File: src/rtl/flash_pkg.sv
// ============================================================================
// Module  : flash_pkg
// Brief   : Shared constants, FSM state encoding and helpers for the
//           bus-to-SPI-flash read bridge.
// Revision: 1.0 - initial release
// ============================================================================
`default_nettype none

package flash_pkg;

    // spi_tx command bytes
    localparam logic [7:0] CMD_READ = 8'h03;
    localparam logic [7:0] CMD_WAKE = 8'hAB;

    // Bridge FSM states
    typedef enum logic [2:0] {
        ST_WAKE_CMD   = 3'd0,
        ST_WAKE_WAIT  = 3'd1,
        ST_WAKE_DELAY = 3'd2,
        ST_IDLE       = 3'd3,
        ST_ISSUE      = 3'd4,
        ST_SETTLE     = 3'd5,
        ST_WAIT       = 3'd6,
        ST_ACK        = 3'd7
    } state_t;

    // Flash returns the lowest-addressed byte in [31:24]; the bus is little-endian.
    function automatic logic [31:0] bswap32(input logic [31:0] w);
        return {w[7:0], w[15:8], w[23:16], w[31:24]};
    endfunction

endpackage

`default_nettype wire

File: src/rtl/flash_read.sv
// ============================================================================
// Module  : flash_read
// Brief   : Turns 32-bit bus word reads into spi_tx 0x03 read transactions,
//           wakes the flash (0xAB) after reset and keeps a one-word cache.
// Revision: 1.0 - initial release
// ============================================================================
`default_nettype none

module flash_read
    import flash_pkg::*;
#(
    parameter logic [23:0] FLASH_OFFSET = 24'h100000,
    parameter logic [15:0] WAKE_CYCLES  = 16'd100
) (
    input  logic        ck,
    input  logic        rst,
    input  logic        bus_cyc,
    input  logic [31:0] bus_adr,
    output logic [31:0] bus_rdt,
    output logic        bus_ack,
    output logic [7:0]  code,
    output logic [23:0] addr,
    output logic        tx_addr,
    output logic        no_read,
    output logic        req,
    input  logic [31:0] rdata,
    input  logic        ready
);

    state_t      state_q, state_d;
    logic        req_q, req_d;
    logic [7:0]  code_q, code_d;
    logic [23:0] addr_q, addr_d;
    logic        tx_addr_q, tx_addr_d;
    logic        no_read_q, no_read_d;
    logic        ack_q, ack_d;
    logic [31:0] rdt_q, rdt_d;
    logic        valid_q, valid_d;
    logic [21:0] tag_q, tag_d;
    logic [31:0] data_q, data_d;
    logic [21:0] idx_q, idx_d;
    logic [15:0] cnt_q, cnt_d;

    logic        hit;
    logic        delay_done;
    logic        unused_adr_bits;

    assign hit        = valid_q && (tag_q == bus_adr[23:2]);
    // Widened compare so WAKE_CYCLES of zero still terminates after one cycle.
    assign delay_done = ({1'b0, cnt_q} + 17'd1) >= {1'b0, WAKE_CYCLES};
    assign unused_adr_bits = ^{bus_adr[31:24], bus_adr[1:0]};

    assign req     = req_q;
    assign code    = code_q;
    assign addr    = addr_q;
    assign tx_addr = tx_addr_q;
    assign no_read = no_read_q;
    assign bus_ack = ack_q;
    assign bus_rdt = rdt_q;

    // State register
    always_ff @(posedge ck) begin
        if (rst) state_q <= ST_WAKE_CMD;
        else     state_q <= state_d;
    end

    // Next-state logic
    always_comb begin
        state_d = state_q;
        case (state_q)
            ST_WAKE_CMD:   state_d = ST_SETTLE;
            ST_WAKE_WAIT:  if (ready) state_d = ST_WAKE_DELAY;
            ST_WAKE_DELAY: if (delay_done) state_d = ST_IDLE;
            ST_IDLE:       if (bus_cyc) state_d = hit ? ST_ACK : ST_ISSUE;
            ST_ISSUE:      state_d = ST_SETTLE;
            // The command just issued tells us whether this was the wake-up.
            ST_SETTLE:     state_d = (code_q == CMD_READ) ? ST_WAIT : ST_WAKE_WAIT;
            ST_WAIT:       if (ready) state_d = ST_ACK;
            ST_ACK:        state_d = ST_IDLE;
            default:       state_d = ST_WAKE_CMD;
        endcase
    end

    // Output / datapath next values; spi_tx fields are registered on entry to
    // ISSUE so that req and its command are visible during the ISSUE cycle.
    always_comb begin
        req_d     = 1'b0;
        code_d    = code_q;
        addr_d    = addr_q;
        tx_addr_d = tx_addr_q;
        no_read_d = no_read_q;
        ack_d     = 1'b0;
        rdt_d     = rdt_q;
        valid_d   = valid_q;
        tag_d     = tag_q;
        data_d    = data_q;
        idx_d     = idx_q;
        cnt_d     = 16'd0;
        case (state_q)
            ST_WAKE_CMD: begin
                req_d     = 1'b1;
                code_d    = CMD_WAKE;
                tx_addr_d = 1'b0;
                no_read_d = 1'b1;
            end
            ST_WAKE_DELAY: cnt_d = cnt_q + 16'd1;
            ST_IDLE: begin
                if (bus_cyc) begin
                    if (hit) begin
                        rdt_d = data_q;
                        ack_d = 1'b1;
                    end else begin
                        idx_d     = bus_adr[23:2];
                        req_d     = 1'b1;
                        code_d    = CMD_READ;
                        addr_d    = FLASH_OFFSET + {bus_adr[23:2], 2'b00};
                        tx_addr_d = 1'b1;
                        no_read_d = 1'b0;
                    end
                end
            end
            ST_WAIT: begin
                if (ready) begin
                    rdt_d   = bswap32(rdata);
                    data_d  = bswap32(rdata);
                    tag_d   = idx_q;
                    valid_d = 1'b1;
                    // Requester may have withdrawn; cache still fills.
                    ack_d   = bus_cyc;
                end
            end
            default: ;
        endcase
    end

    // Datapath registers
    always_ff @(posedge ck) begin
        if (rst) begin
            req_q     <= 1'b0;
            code_q    <= 8'h00;
            addr_q    <= 24'h000000;
            tx_addr_q <= 1'b0;
            no_read_q <= 1'b1;
            ack_q     <= 1'b0;
            rdt_q     <= 32'h0;
            valid_q   <= 1'b0;
            tag_q     <= 22'h0;
            data_q    <= 32'h0;
            idx_q     <= 22'h0;
            cnt_q     <= 16'd0;
        end else begin
            req_q     <= req_d;
            code_q    <= code_d;
            addr_q    <= addr_d;
            tx_addr_q <= tx_addr_d;
            no_read_q <= no_read_d;
            ack_q     <= ack_d;
            rdt_q     <= rdt_d;
            valid_q   <= valid_d;
            tag_q     <= tag_d;
            data_q    <= data_d;
            idx_q     <= idx_d;
            cnt_q     <= cnt_d;
        end
    end

endmodule

`default_nettype wire

File: config.mk
export PLATFORM = sky130hd
export DESIGN_NAME = flash_read
export DESIGN_NICKNAME = d
export VERILOG_FILES = /design/src/rtl/flash_pkg.sv /design/src/rtl/flash_read.sv
export SDC_FILE = /design/constraint.sdc
export NUM_CORES = 1
export LEC_CHECK = 0
export BUFFER_PORTS_ARGS = -buffer_cell sky130_fd_sc_hd__buf_2
export CELL_PAD_IN_SITES_DETAIL_PLACEMENT = 1
export CELL_PAD_IN_SITES_GLOBAL_PLACEMENT = 2
export CORE_MARGIN = 3
export CORE_UTILIZATION = 35
export CTS_BUF_LIST = sky130_fd_sc_hd__clkbuf_8
export DETAILED_ROUTE_END_ITERATION = 16
export PLACE_DENSITY = 0.95
export SETUP_SLACK_MARGIN = 0.4
export SYNTH_ARGS = -nofsm -noshare
export SYNTH_HDL_FRONTEND = slang
export SYNTH_SLANG_ARGS = --single-unit
File: constraint.sdc
create_clock -name ck -period 5.3 [get_ports ck]
set_input_delay 0.265 -clock ck [delete_from_list [all_inputs] [get_ports ck]]
set_output_delay 0.265 -clock ck [all_outputs]
set_load 0.01 [all_outputs]
==> results by stage <==
Status:
- The flow ran to the end, and the final reports show no timing, DRC or antenna violations.

Job:
- The number of maximum-capacitance constraint violations is 0.

Pwr:
- The power per cell area is 317 mW/mm^2.
- Internal power comes to 1730 uW.
- In this run, flip-flops and latches consume 47.8% of the power.
- The fraction of power consumed by combinational cells is 6.9%.
- The analysis attributes to net switching a power of 518 uW.
- The share of total power dissipated in the clock network is 45.3%.
- The worst IR drop on VDD is 0.173 mV.
- In this run switching power makes up 23.1% of total power.
- Summed over all cells, the static leakage comes to 0.00251 uW.

Setup path:
- The startpoint-to-endpoint class of the critical path is reg2reg.
- The critical path goes through xnor2_1 > nand4_1 > or4_4 > o31ai_4 > buf_4 > nor2_1 > a311oi_1.
- In this design, the stage delay of the slowest critical-path cell is 0.67 ns.
- In this run the worst path has a maximum fanout of 64.
- The kind of end point of the critical path is a flop.
- Data on the critical path is required at its endpoint by 5.62 ns.
- The reg2reg setup slack is 2.70 ns.
- The largest individual stage delay along the critical path comes from the cell sky130_fd_sc_hd__buf_4.
- The number of cells on the worst reg-to-reg path is 7.
- STA classifies the critical path startpoint as a flop.
- STA puts the critical path data arrival time at 2.92 ns.
- In this run the critical register-to-register path is captured at bus_rdt[30].
- In this run the critical register-to-register path is launched from tag_q[11].

Floorplanning:
- The core region is 0.0168 sq mm.
- The x dimension of the die is 137 microns.
- The floorplan has 47 rows.
- The die span in y is 137 microns.
- The starting utilization of the core area is 36.1%.
- The total I/O pin count is 136.
- The die area is 0.0189 sq mm.

Route:
- The detail route stage leaves a number of antenna-violating nets equal to 0.
- Wires add up to 15000 microns.
- After detailed routing, the number of remaining DRC violations is 0.
- The number of detailed-routing iterations run before antenna repair is 4.
- In this run, the number of DRC markers left after iteration 0 of detailed routing was 219.
- The via density per instance is 4.82.
- The via count of the routed design is 4940.
- The final routed wire length divided by cell count is 14.7 microns.

Clock network:
- After clock tree synthesis, the clock-pin slew on the worst setup and hold paths is 0.08 ns.
- The number of clock buffers inserted by TritonCTS is 17.
- The TritonCTS clock tree is done.
- The number of buffers added to fix hold violations after cts is 0.
- The number of post-CTS setup repair buffers is 0.
- The latest clock arrival within the worst-skew pair is 0.43 ns.
- The clock root buffer is sky130_fd_sc_hd__clkbuf_8.
- The clock passes through at most 2 buffers.
- The number of gates resized after cts is 0.
- CTS saw 138 sinks.
- The H-tree depth is 4.

Synth:
- The synthesized design contains 0 enable-type register cells.
- The share of flip-flops with an asynchronous set or reset is 0%.
- The fraction of the mapped netlist area in compound gates is 15.6%.
- The main combinational cell family by area after synthesis is simple AND/OR/NAND/NOR gates.
- The most used flip-flop cell after synthesis is sky130_fd_sc_hd__dfxtp_1.
- The fraction of the yosys area taken by sequential cells is 45.7%.
- Measured against the total synthesized area, the mux share comes to 4.51%.
- The top cell type by total area after synthesis is sky130_fd_sc_hd__dfxtp_1.
- The synthesized netlist devotes 5.50% of its cell area to XOR and XNOR gates.
- In this run, synthesis produced a sequential element count of 138.
- The average instance in the mapped netlist occupies 8.47 sq um.
- The count of warnings emitted by yosys is 0.
- Ranked by total cell area, the synthesized netlist is headed by sky130_fd_sc_hd__dfxtp_1 (46%), sky130_fd_sc_hd__nand2_1 (11%), sky130_fd_sc_hd__a311oi_2 (7.0%).
- After synthesis the cells add up to 0.00605 sq mm.
- In this run, distinct cell masters in the synthesized netlist total 48.
- The number of standard cells after synthesis is 714.
- The area share of the leading cell type in the synthesized netlist is 45.7%.
- The synthesized-area fraction occupied by and/or/nand/nor cells is 21.0%.
- After Yosys synthesis, full adders, half adders and majority gates account for 0.414% of the synthesized area.

Layout:
- The finished cells cover 0.00707 sq mm.
- The number of nets in the finished design is 859.
- Cells with a size suffix above 1 make up 24.1% of the layout.
- From synthesis to final layout, the design area changed by 16.9%.
- The utilization of the core after routing is 42.2%.
- In the final layout, the multi-input gates occupy 0.00288 sq mm.
- The combined flip-flop and latch cell area is 0.00276 sq mm.
- Fill cells in the final layout number 2036.

STA:
- For the finished layout, the period the worst path requires is 2.60 ns.
- Based on the critical path, the design can be clocked at up to 385 MHz.
- The final-layout setup total negative slack is 0 ns.
- Clock skew on the completed layout was measured at 0.0117 ns.
- The count of pins over their slew limit is 0.
- The tightest slew margin relative to the limit is 36.1%.
- The share of the clock period used by the worst path after layout is 49.1%.
- The final count of negative-setup-slack endpoints is 0.
- Setup repair after global routing left no endpoint under its margin.
- The number of failing hold endpoints at the final stage is 0.
- For the pin with the worst max-slew slack, the measured transition is 0.958 ns.

Global route:
- The remaining global-route overflow is 0.
- The largest net degree at the start of global routing is 71.
- Across every metal layer, demand over resource in global routing totals 15.9%.
- The first-pass GRT wire length is 24100 microns.
- The number of antenna violations at the first check in global routing is 0.
- The number of global-route vias before repair is 4822.

Place:
- The instance area after placement is 0.00659 sq mm.
- The number of input and output port buffers inserted is 120.
- The half-perimeter wire length of the detailed placement result is 9860 microns.
- The weighted congestion at the end of routability-driven global placement is 0.723.

Hold path:
- The worst hold path depth is 3.
- The worst hold path begins at rdata[7].
- The hold path endpoint is data_q[31].
- The min-delay analysis places its worst path in the category in2reg.
[through the flow]
stage | worst slack, ns | hold WS, ns | std cells | power (uW)
4_1_cts | 2.63 | 0.0478 | 1022 | 2280
2_1_floorplan | 3.26 | 0.379 | 718 | 1200
5_1_grt | 2.48 | 0.0470 | 1022 | 2350
3_3_place_gp | 2.65 | 0.443 | 990 | 1250
6_report | 2.70 | 0.0825 | 1024 | 2240
3_5_place_dp | 2.57 | 0.448 | 990 | 1250
[how the worst max path moves through the flow]
stage           startpoint           to  slack, ns  depth (start not counted)
3_3_place_gp   bus_adr[13]  bus_rdt[17]       2.65                          8
5_1_grt          tag_q[21]  bus_rdt[30]       2.48                          7
3_5_place_dp   bus_adr[23]  bus_rdt[30]       2.57                          8
2_1_floorplan     tag_q[5]   bus_rdt[6]       3.26                          6
4_1_cts          tag_q[21]  bus_rdt[30]       2.63                          7
6_report         tag_q[11]  bus_rdt[30]       2.70                          7
[area by class of cell]
class                   instances  area share (%)
diodes                          2          0.0708
clock buffers                  21            4.09
clock inverters                11            2.67
inverters                       7           0.372
multi-input cells             499            40.7
flip-flops and latches        138            39.1
well taps                     220            3.89
repair buffers                126            9.16
[cells by family (layout without fill, tap and decap cells)]
kind of cell             after synthesis  count (layout)
AND/OR/NAND/NOR                      311             311
flip-flops                           138             138
AO/OA/AOI/OAI                        116             116
buffers and inverters                 81             165
XOR/XNOR                              38              38
multiplexers                          27              27
adder cells (fa/ha/maj)                2               2
other                                  1               7
[worst max-delay path: cells and delay by family (launching register included)]
kind                      cells  cell delay, ns
and+or+nand+nor               3            0.84
xor gates and xnor gates      1            0.13
AOI/OAI and AO/OA             2            0.47
DFF                           1            0.35
buffers and inverters         1            0.67
[routing by layer]
metal / GRT usage (%) / up-vias / wire length (microns)
met1: 20.2 / 2343 / 6620
met3: 4.82 / 6 / 873
met5: 0 / - / 0
li1: - / 2505 / -
met2: 26.8 / 86 / 7440
met4: 3.33 / 0 / 90
[registers in the layout, indices dropped and copies added (netlist names)]
signal	flops
tx_addr	1
tag_q	22
code	2
valid_q	1
req	1
addr	4
bus_ack	1
cnt_q	16
no_read	1
bus_rdt	32
data_q	32
idx_q	22
state_q	3
[synthesized netlist by cell type, types with 2 or more instances]
cell type / instances
sky130_fd_sc_hd__mux2_2: 2
sky130_fd_sc_hd__a311oi_1: 5
sky130_fd_sc_hd__inv_1: 6
sky130_fd_sc_hd__and2_1: 2
sky130_fd_sc_hd__xnor2_1: 26
sky130_fd_sc_hd__o21a_1: 3
sky130_fd_sc_hd__a311oi_2: 28
sky130_fd_sc_hd__buf_2: 3
sky130_fd_sc_hd__buf_6: 3
sky130_fd_sc_hd__nor3_1: 6
sky130_fd_sc_hd__o21ai_0: 4
sky130_fd_sc_hd__a211oi_1: 3
sky130_fd_sc_hd__nand2b_1: 2
sky130_fd_sc_hd__mux2i_1: 25
sky130_fd_sc_hd__ha_1: 2
sky130_fd_sc_hd__or3_1: 3
sky130_fd_sc_hd__nand3_1: 6
sky130_fd_sc_hd__and3_1: 5
sky130_fd_sc_hd__nor2_1: 86
sky130_fd_sc_hd__nor4_1: 3
sky130_fd_sc_hd__nor2b_1: 2
sky130_fd_sc_hd__nand4_1: 8
sky130_fd_sc_hd__clkbuf_1: 39
sky130_fd_sc_hd__xor2_1: 12
sky130_fd_sc_hd__a21oi_1: 62
sky130_fd_sc_hd__dfxtp_1: 138
sky130_fd_sc_hd__buf_4: 28
sky130_fd_sc_hd__nand2_1: 182
[cells in the final DEF, fill, tap and decap left out, types with 2 or more instances in the layout]
cell type and count:
sky130_fd_sc_hd__clkbuf_8 21, sky130_fd_sc_hd__buf_4 7, sky130_fd_sc_hd__nand3_1 6, sky130_fd_sc_hd__nor2_1 85, sky130_fd_sc_hd__o21ai_0 4, sky130_fd_sc_hd__nand2b_1 2, sky130_fd_sc_hd__nor3_1 6, sky130_fd_sc_hd__and2_1 2
sky130_fd_sc_hd__nor4_1 3, sky130_fd_sc_hd__a311oi_1 5, sky130_fd_sc_hd__clkinvlp_4 2, sky130_fd_sc_hd__clkinv_2 3, sky130_fd_sc_hd__conb_1 5, sky130_fd_sc_hd__mux2i_1 25, sky130_fd_sc_hd__mux2_2 2, sky130_fd_sc_hd__or3_1 3
sky130_fd_sc_hd__dfxtp_1 138, sky130_fd_sc_hd__diode_2 2, sky130_fd_sc_hd__nor2b_1 2, sky130_fd_sc_hd__a211oi_1 3, sky130_fd_sc_hd__xnor2_1 26, sky130_fd_sc_hd__xor2_1 12, sky130_fd_sc_hd__o21a_1 2, sky130_fd_sc_hd__and3_1 5
sky130_fd_sc_hd__a21oi_1 62, sky130_fd_sc_hd__bufinv_16 5, sky130_fd_sc_hd__inv_1 6, sky130_fd_sc_hd__ha_1 2, sky130_fd_sc_hd__a311oi_2 28, sky130_fd_sc_hd__nand2_1 181, sky130_fd_sc_hd__buf_2 119, sky130_fd_sc_hd__nand4_1 8
[power groups by stage]
stage          Sequential (uW)  Clock (uW)  Combinational, uW
2_1_floorplan             1090           0                104
3_3_place_gp              1100           0                156
3_5_place_dp              1100           0                159
4_1_cts                   1070        1040                159
5_1_grt                   1070        1100                175
6_report                  1070        1020                156
Note: power is estimated with default switching activity, not from simulation.
